### src/rtl/branch_pkg.sv
// Shared types and constants for the next-PC control stage.
// JUMP_TARGETS is regenerated by the assembler flow; keep its size at 2**LUT_W.
package branch_pkg;

  localparam int D     = 10;
  localparam int DEPTH = 4;
  localparam int LUT_W = 5;

  typedef logic [D-1:0] pc_t;

  localparam pc_t JUMP_TARGETS [2**LUT_W] = '{
    10'd7,   10'd27,  10'd47,  10'd67,  10'd87,  10'd107, 10'd127, 10'd147,
    10'd167, 10'd187, 10'd207, 10'd227, 10'd247, 10'd267, 10'd287, 10'd307,
    10'd327, 10'd347, 10'd367, 10'd387, 10'd407, 10'd427, 10'd447, 10'd467,
    10'd487, 10'd507, 10'd527, 10'd547, 10'd567, 10'd587, 10'd607, 10'd627
  };

endpackage

### src/rtl/branch_ctrl_jump_lut.sv
// Combinational branch/jump/call destination lookup from the assembler-owned table.
module jump_lut
  import branch_pkg::*;
(
  input  logic [LUT_W-1:0] lut_idx,
  output pc_t              target
);

  assign target = JUMP_TARGETS[lut_idx];

endmodule

### src/rtl/branch_ctrl.sv
// Next-PC control: resolves branch/jump/call/return and owns the return stack.
// Optional RAS_WRAP_EN makes the return stack circular (overwrite oldest when full).
module branch_ctrl
  import branch_pkg::*;
#(
  parameter int CW = $clog2(DEPTH + 1)
) (
  input  logic             clk,
  input  logic             reset,
  input  logic [D-1:0]     prog_ctr,
  input  logic             br_en,
  input  logic             cond,
  input  logic             jmp_en,
  input  logic             call_en,
  input  logic             ret_en,
  input  logic [LUT_W-1:0] lut_idx,
  output logic             absjump_en,
  output logic [D-1:0]     target,
  output logic [CW-1:0]    depth,
  output logic             stk_ovf,
  output logic             stk_unf
);

  localparam int PW = (DEPTH > 1) ? $clog2(DEPTH) : 1;
  localparam logic [CW-1:0] FULL = CW'(DEPTH);
  localparam logic [PW-1:0] LAST = PW'(DEPTH - 1);

  pc_t           lut_target;
  logic [D-1:0]  stack [DEPTH];
  logic [PW-1:0] ptr;      // next free slot; top of stack is ptr-1
  logic [PW-1:0] ptr_inc;
  logic [PW-1:0] ptr_dec;
  logic          do_ret;
  logic          do_call;
  logic          do_jmp;
  logic          do_br;
  logic          empty;
  logic          full;

  jump_lut u_jump_lut (
    .lut_idx (lut_idx),
    .target  (lut_target)
  );

  assign ptr_inc = (ptr == LAST) ? '0 : ptr + 1'b1;
  assign ptr_dec = (ptr == '0) ? LAST : ptr - 1'b1;
  assign empty   = (depth == '0);
  assign full    = (depth == FULL);

  assign do_ret  = ret_en;
  assign do_call = !ret_en && call_en;
  assign do_jmp  = !ret_en && !call_en && jmp_en;
  assign do_br   = !ret_en && !call_en && !jmp_en && br_en;

  always_comb begin
    absjump_en = 1'b0;
    target     = lut_target;
    if (!reset) begin
      absjump_en = 1'b0;
    end else if (do_ret) begin
      if (!empty) begin
        absjump_en = 1'b1;
        target     = stack[ptr_dec];
      end
    end else if (do_call || do_jmp) begin
      absjump_en = 1'b1;
    end else if (do_br) begin
      absjump_en = cond;
    end
  end

  always_ff @(posedge clk or negedge reset) begin
    if (!reset) begin
      for (int i = 0; i < DEPTH; i++) stack[i] <= '0;
      ptr     <= '0;
      depth   <= '0;
      stk_ovf <= 1'b0;
      stk_unf <= 1'b0;
    end else if (do_ret) begin
      if (empty) begin
        stk_unf <= 1'b1;
      end else begin
        ptr   <= ptr_dec;
        depth <= depth - 1'b1;
      end
    end else if (do_call) begin
      if (full) begin
        stk_ovf <= 1'b1;
`ifdef RAS_WRAP_EN
        stack[ptr] <= prog_ctr + 1'b1;
        ptr        <= ptr_inc;
`endif
      end else begin
        stack[ptr] <= prog_ctr + 1'b1;
        ptr        <= ptr_inc;
        depth      <= depth + 1'b1;
      end
    end
  end

endmodule

### config.mk
export PLATFORM = sky130hd
export DESIGN_NAME = branch_ctrl
export DESIGN_NICKNAME = d
export VERILOG_FILES = /design/src/rtl/branch_pkg.sv /design/src/rtl/branch_ctrl_jump_lut.sv /design/src/rtl/branch_ctrl.sv
export SDC_FILE = /design/constraint.sdc
export NUM_CORES = 1
export LEC_CHECK = 0
export ABC_AREA = 1
export CORE_ASPECT_RATIO = 0.7
export CORE_MARGIN = 2
export CORE_UTILIZATION = 32
export DETAILED_ROUTE_END_ITERATION = 8
export GPL_TIMING_DRIVEN = 0
export PLACE_DENSITY_LB_ADDON = 0.2
export SYNTH_ARGS = -nofsm -noshare
export SYNTH_HDL_FRONTEND = slang
export SYNTH_SLANG_ARGS = --single-unit
export TNS_END_PERCENT = 50
### constraint.sdc
create_clock -name clk -period 2.7 [get_ports clk]
set_input_delay 0.54 -clock clk [delete_from_list [all_inputs] [get_ports clk]]
set_output_delay 0.54 -clock clk [all_outputs]
set_load 0.01 [all_outputs]
==> results of run 1 <==
cell usage after synthesis:
cell type and number:
o21ai_1 6, a31o_2 1, a31oi_1 1, o31ai_1 1
o221ai_1 2, fa_1 1, nor2_2 3, inv_2 5
buf_4 1, buf_6 4, clkbuf_1 2, nand4_1 2
nor3b_1 1, or2_2 1, a211oi_1 1, buf_2 5
and2_1 1, nand2_1 139, a21oi_1 11, nand3b_1 3
xnor2_1 2, xor2_1 6, dfrtp_1 47, nor2_4 2
o21ai_2 4, nand3_1 25, ha_1 13, inv_1 34
nor2_1 15, o21ai_0 32, o211ai_1 1, clkinv_1 1
nand2_2 1
layout make-up:
| type | count | area [µm²] | share of cell area [%] |
|---|---|---|---|
| Inverter | 40 | 160 | 4.48 |
| Tap cell | 120 | 150 | 4.20 |
| Sequential cell | 47 | 1180 | 33.0 |
| Multi-Input combinational cell | 275 | 1410 | 39.5 |
| Buffer | 12 | 111 | 3.12 |
| Timing Repair Buffer | 44 | 433 | 12.1 |
| Clock buffer | 6 | 129 | 3.61 |
critical path: stages (launching register included):
cell and delay [ns]:
dfrtp_2 0.40, clkinv_4 0.07, buf_8 0.14, ha_4 0.23
buf_6 0.12, inv_6 0.08, buf_8 0.12, nand3_1 0.07
nand3_1 0.12, o21ai_0 0.09, dlygate4sd2_1 0.29
per-layer routing:
metal | global-route usage [%] | wire length, µm
met5 | 0 | 0
met1 | 25.1 | 3920
met3 | 3.28 | 377
met4 | 3.57 | 39
met2 | 27.6 | 3430
repair_timing:
item                       4_1_cts  5_1_grt
setup endpoints to repair       10       10
pin swaps                        0        3
gates cloned                     0        2
buffers inserted                 5        0
gates resized for setup         34       25
hold buffers                     0        0
power by group through the flow:
stage | combinational [µW] | clock (µW) | sequential (µW)
after CTS | 1760 | 606 | 1230
final | 1880 | 593 | 1230
after global placement | 1570 | 0 | 1230
after global routing | 2120 | 634 | 1270
after floorplan | 1050 | 0 | 1200
after detailed placement | 1590 | 0 | 1240
cells by family after synthesis:
kind of cell	after synthesis	synth area share, %
flops	47	41.9
buf+inv	52	8.39
xor+xnor	8	2.50
compound gates	60	12.0
fa+ha+maj	14	6.51
simple gates	193	28.7
stage by stage:
stage	total power, µW	setup TNS [ns]
2_1_floorplan	2250	0
3_3_place_gp	2800	-47.24
3_5_place_dp	2830	-7.17
4_1_cts	3590	-0.0307
5_1_grt	4030	0
6_report	3700	0
sequential cells by signal (all words and copies together), names as in the netlist:
signal   flops
stack       40
depth        3
ptr          2
stk_ovf      1
stk_unf      1
path summary, 6_finish.rpt:
kind	slack, ns	to	cells after the start	startpoint
min in group clk	0.47	stk_unf$_DFFE_PN0P_	1	stk_unf$_DFFE_PN0P_
hold reg to reg	0.47	stk_unf$_DFFE_PN0P_	1	stk_unf$_DFFE_PN0P_
setup / recovery	0.13	target[4]	10	ptr[0]$_DFFE_PN0P_
max in group asynchronous	2.25	stack[21]$_DFFE_PN0P_	2	reset
setup reg to reg	1.08	stack[38]$_DFFE_PN0P_	9	ptr[0]$_DFFE_PN0P_
hold / removal	0.08	stack[11]$_DFFE_PN0P_	1	reset
==> metrics.yaml, run 1 <==
fin_util_pct: 42.1
avgRoutedWirePerCell_um: 14.3
grt_pass1_vias: 2388
status: "finished clean"
firstDrtPassIters: 4
synth.distinct_cells: 33
syn_nets: 410
setup_viol: 0
die_height_um: 82.3
worstSetupPathType: "register to primary output"
clkTransAtPathRegs_ns: 0.06
rows: 28
drive_gt1_share_pct: 12.7
cts_max_level: 2
grt_pass1_wl_mm: 12.5
hpwl_mm: 5.51
slew_viol_final: 0
syn_avg_cell_area_um2: 7.50
maxCapViolCount: 0
cts_buffers: 5
drt-total-wl_mm: 7.77
syn_inst: 374
post-route-min-period_ns: 2.57
die_w_um: 116
ys_seq_area_share_pct: 41.9
report.final.hold_viol_count: 0
mostFrequentLayoutCell: "nand2_1"
tightestPinTransition_ns: 0.505
seqPwrFrac_pct: 33.2
post_dp_cell_area_um2: 3330
dp.cells: 531
fin_nets: 461
num-fill-cells: 897
synth.cell_area_um2: 2810
endpoint_kind: "primary output"
grt_max_degree: 35
relSlewSlack_pct: 66.3
cellLeakagePower_uw: 0.00175
hold_path_class: "input pin to asynchronous set/reset pin"
gr-total-overflow: 0
fmax_mhz: 389
fin_area_um2: 3570
root_buffer: "clkbuf_16"
io_pins: 38
final_cell_mix: "nand2_1 (139), dfrtp_1 (46), inv_1 (33), o21ai_0 (27), nand3_1 (24)"
vias: 2527
clock_latency_ns: 0.29
cts_tree: "done"
swShare_pct: 40.4
ant_nets: 0
io_buffers: 36
antenna_found_initial: 0
grtUsageTotal_pct: 17.4
ys_ff_latch: 47
gp_congestion: 0.789
power.internal_uw: 2210
clockBufferDepth: 2
cts_sinks: 47
cp_max_fo: 11
fin_ws_ns: 0.129
fin_skew_ns: 0.00473
vias_per_cell: 4.65
netlist.top_cell.by_area: "dfrtp_1"
yosysTopAreaCellShare_pct: 41.9
drcViolationCount: 0
synth_warnings: 0
dr.first_iter.drc_count: 173
fin_crit_sh_pct: 95.2
p_sw_uw: 1490
layout.cells.non_filler: 544
p_per_area_nw_per_um2: 1040
crit_arrival_ns: 2.03
core_um2: 8480
netlist_top_cells_area: "dfrtp_1 (42%), nand2_1 (19%), ha_1 (5.8%)"
power.share.clock_pct: 16.0
comb_power_share_pct: 50.7
start_util_pct: 33.1
die-area_um2: 9540
hold_slack_ns: 0.0801
startpoint_type: "register"
cp.required_ns: 2.16
rsz0062_at_grt: "no"
peakVddDrop_uv: 305
antenna_cells: 0
area_delta_synth_final_pct: 27.3
pre_cts_slack_ns: -0.808
(Power assumes the default switching activity.)
==> inputs of run 2 (changes only) <==
MAX_ROUTING_LAYER = met4   (was not set)
==> run 2 against run 1 <==
  * Non-clock buffer count unchanged
  * Worst setup slack improved by 0.0019 ns
  * Clock power about the same
  * Critical path depth unchanged
  * Maximum frequency about the same
  * Final area unchanged
  * Critical path type unchanged
  * Highest routed layer unchanged
==> metrics.yaml, run 2 (synthesis results as in run 1) <==
status: "finished clean"
dr.first_iter.drc_count: 206
p_sw_uw: 1500
grt_pass1_vias: 2387
die-area_um2: 9540
hold_path_class: "input pin to asynchronous set/reset pin"
tns_ns: 0
top_register: "stack"
cts_max_level: 2
grt_max_degree: 35
final_cell_mix: "nand2_1 (139), dfrtp_1 (46), inv_1 (33), o21ai_0 (27), nand3_1 (24)"
fin_skew_ns: 0.00605
root_buffer: "clkbuf_16"
fin_crit_sh_pct: 95.1
cpPeakStageDelay_ns: 0.40
clock_latency_ns: 0.29
fmax_mhz: 389
path_buf_inv: 6
gr-total-overflow: 0
die_height_um: 82.3
cp-startpoint: "ptr[0]$_DFFE_PN0P_"
swShare_pct: 40.4
drt-total-wl_mm: 7.76
report.final.hold_viol_count: 0
reg.largest.list: "stack (40), depth (3), ptr (2)"
route.met3.wl_um: 370
hpwl_mm: 5.51
area_delta_synth_final_pct: 27.3
die_w_um: 116
grtUsageTotal_pct: 18.0
post-route-min-period_ns: 2.57
mostFrequentLayoutCell: "nand2_1"
holdBufCountCts: 0
p_per_area_nw_per_um2: 1040
cts_buffers: 5
met2RoutedLength_mm: 3.41
setup_viol: 0
startpoint_type: "register"
power.internal_uw: 2210
route.layer.met1.wl_mm: 3.94
hold_slack_ns: 0.0810
seqPwrFrac_pct: 33.2
relSlewSlack_pct: 65.0
comb_power_share_pct: 50.8
ant_nets: 0
antenna_found_initial: 0
vias: 2510
clockBufferDepth: 2
antenna_cells: 0
rsz0062_at_grt: "no"
clkTransAtPathRegs_ns: 0.06
slew_viol_final: 0
io_buffers: 36
tightestPinTransition_ns: 0.525
timing.rr.start: "ptr[0]$_DFFE_PN0P_"
rows: 28
worst_path_dominant_cell_family: "buffers and inverters"
cp.required_ns: 2.16
fin_ws_ns: 0.131
power.share.clock_pct: 16.0
start_util_pct: 33.1
worstSetupPathType: "register to primary output"
post_dp_cell_area_um2: 3330
cellLeakagePower_uw: 0.00175
avgRoutedWirePerCell_um: 14.3
drive_gt1_share_pct: 12.7
power_uw: 3710
endpoint_kind: "primary output"
core_um2: 8480
gp_congestion: 0.800
cts_sinks: 47
cp_max_fo: 11
highest_layer: "met4"
crit_chain: "clkinv_4 -> buf_8 -> ha_4 -> buf_6 -> inv_6 -> buf_8 -> nand3_1 -> nand3_1 -> o21ai_0 -> dlygate4sd2_1"
grt_pass1_wl_mm: 12.6
pre_cts_slack_ns: -0.808
drcViolationCount: 0
maxCapViolCount: 0
slowest_stage: "dfrtp_2"
largest_reg_flops: 40
peakVddDrop_uv: 306
fin_nets: 461
cts_tree: "done"
vias_per_cell: 4.61
io_pins: 38
crit_arrival_ns: 2.03
firstDrtPassIters: 4
fin_area_um2: 3570
-- run 2: cell counts in the layout (fill, tap and decap cells not counted) --
Identical to the previous run, type by type.
-- run 2: metal layers --
metal | track usage [%] | up-vias
met4 | 3.57 | 0
met1 | 25.2 | 1168
li1 | - | 1292
met5 | - | -
met3 | 3.14 | 4
met2 | 27.6 | 46
-- run 2: worst paths after layout --
check / end / slack [ns] / depth (start not counted)
max: target[4] / 0.13 / 10
min: stack[11]$_DFFE_PN0P_ / 0.08 / 1
max reg2reg: stack[38]$_DFFE_PN0P_ / 1.06 / 9
min reg2reg: stk_unf$_DFFE_PN0P_ / 0.47 / 1
max in group asynchronous: stack[27]$_DFFE_PN0P_ / 2.24 / 2
min in group clk: stk_unf$_DFFE_PN0P_ / 0.47 / 1
-- run 2: cell type report --
class | instances | area, µm²
Buffer | 12 | 111
Clock buffer | 6 | 129
Fill cell | 897 | 4910
Inverter | 40 | 160
Multi-Input combinational cell | 275 | 1410
Sequential cell | 47 | 1180
Tap cell | 120 | 150
Timing Repair Buffer | 44 | 433
-- run 2: through the flow --
stage | cells | utilization, %
5_1_grt | 544 | 42.1
3_5_place_dp | 531 | 39.3
4_1_cts | 542 | 41.5
6_report | 544 | 42.1
3_3_place_gp | 530 | 39.1
2_1_floorplan | 374 | -
-- run 2: power by group through the flow --
stage,registers [µW],clock network (µW),logic [µW]
floorplan,1200,0,1050
global placement,1230,0,1570
detailed placement,1240,0,1590
CTS,1230,606,1760
global route,1270,634,2120
finish,1230,593,1880
-- run 2: timing repair --
action,4_1_cts,5_1_grt
setup endpoints to repair,10,10
gates cloned,0,2
pin swaps,0,3
buffers inserted,5,0
gates resized for setup,34,25
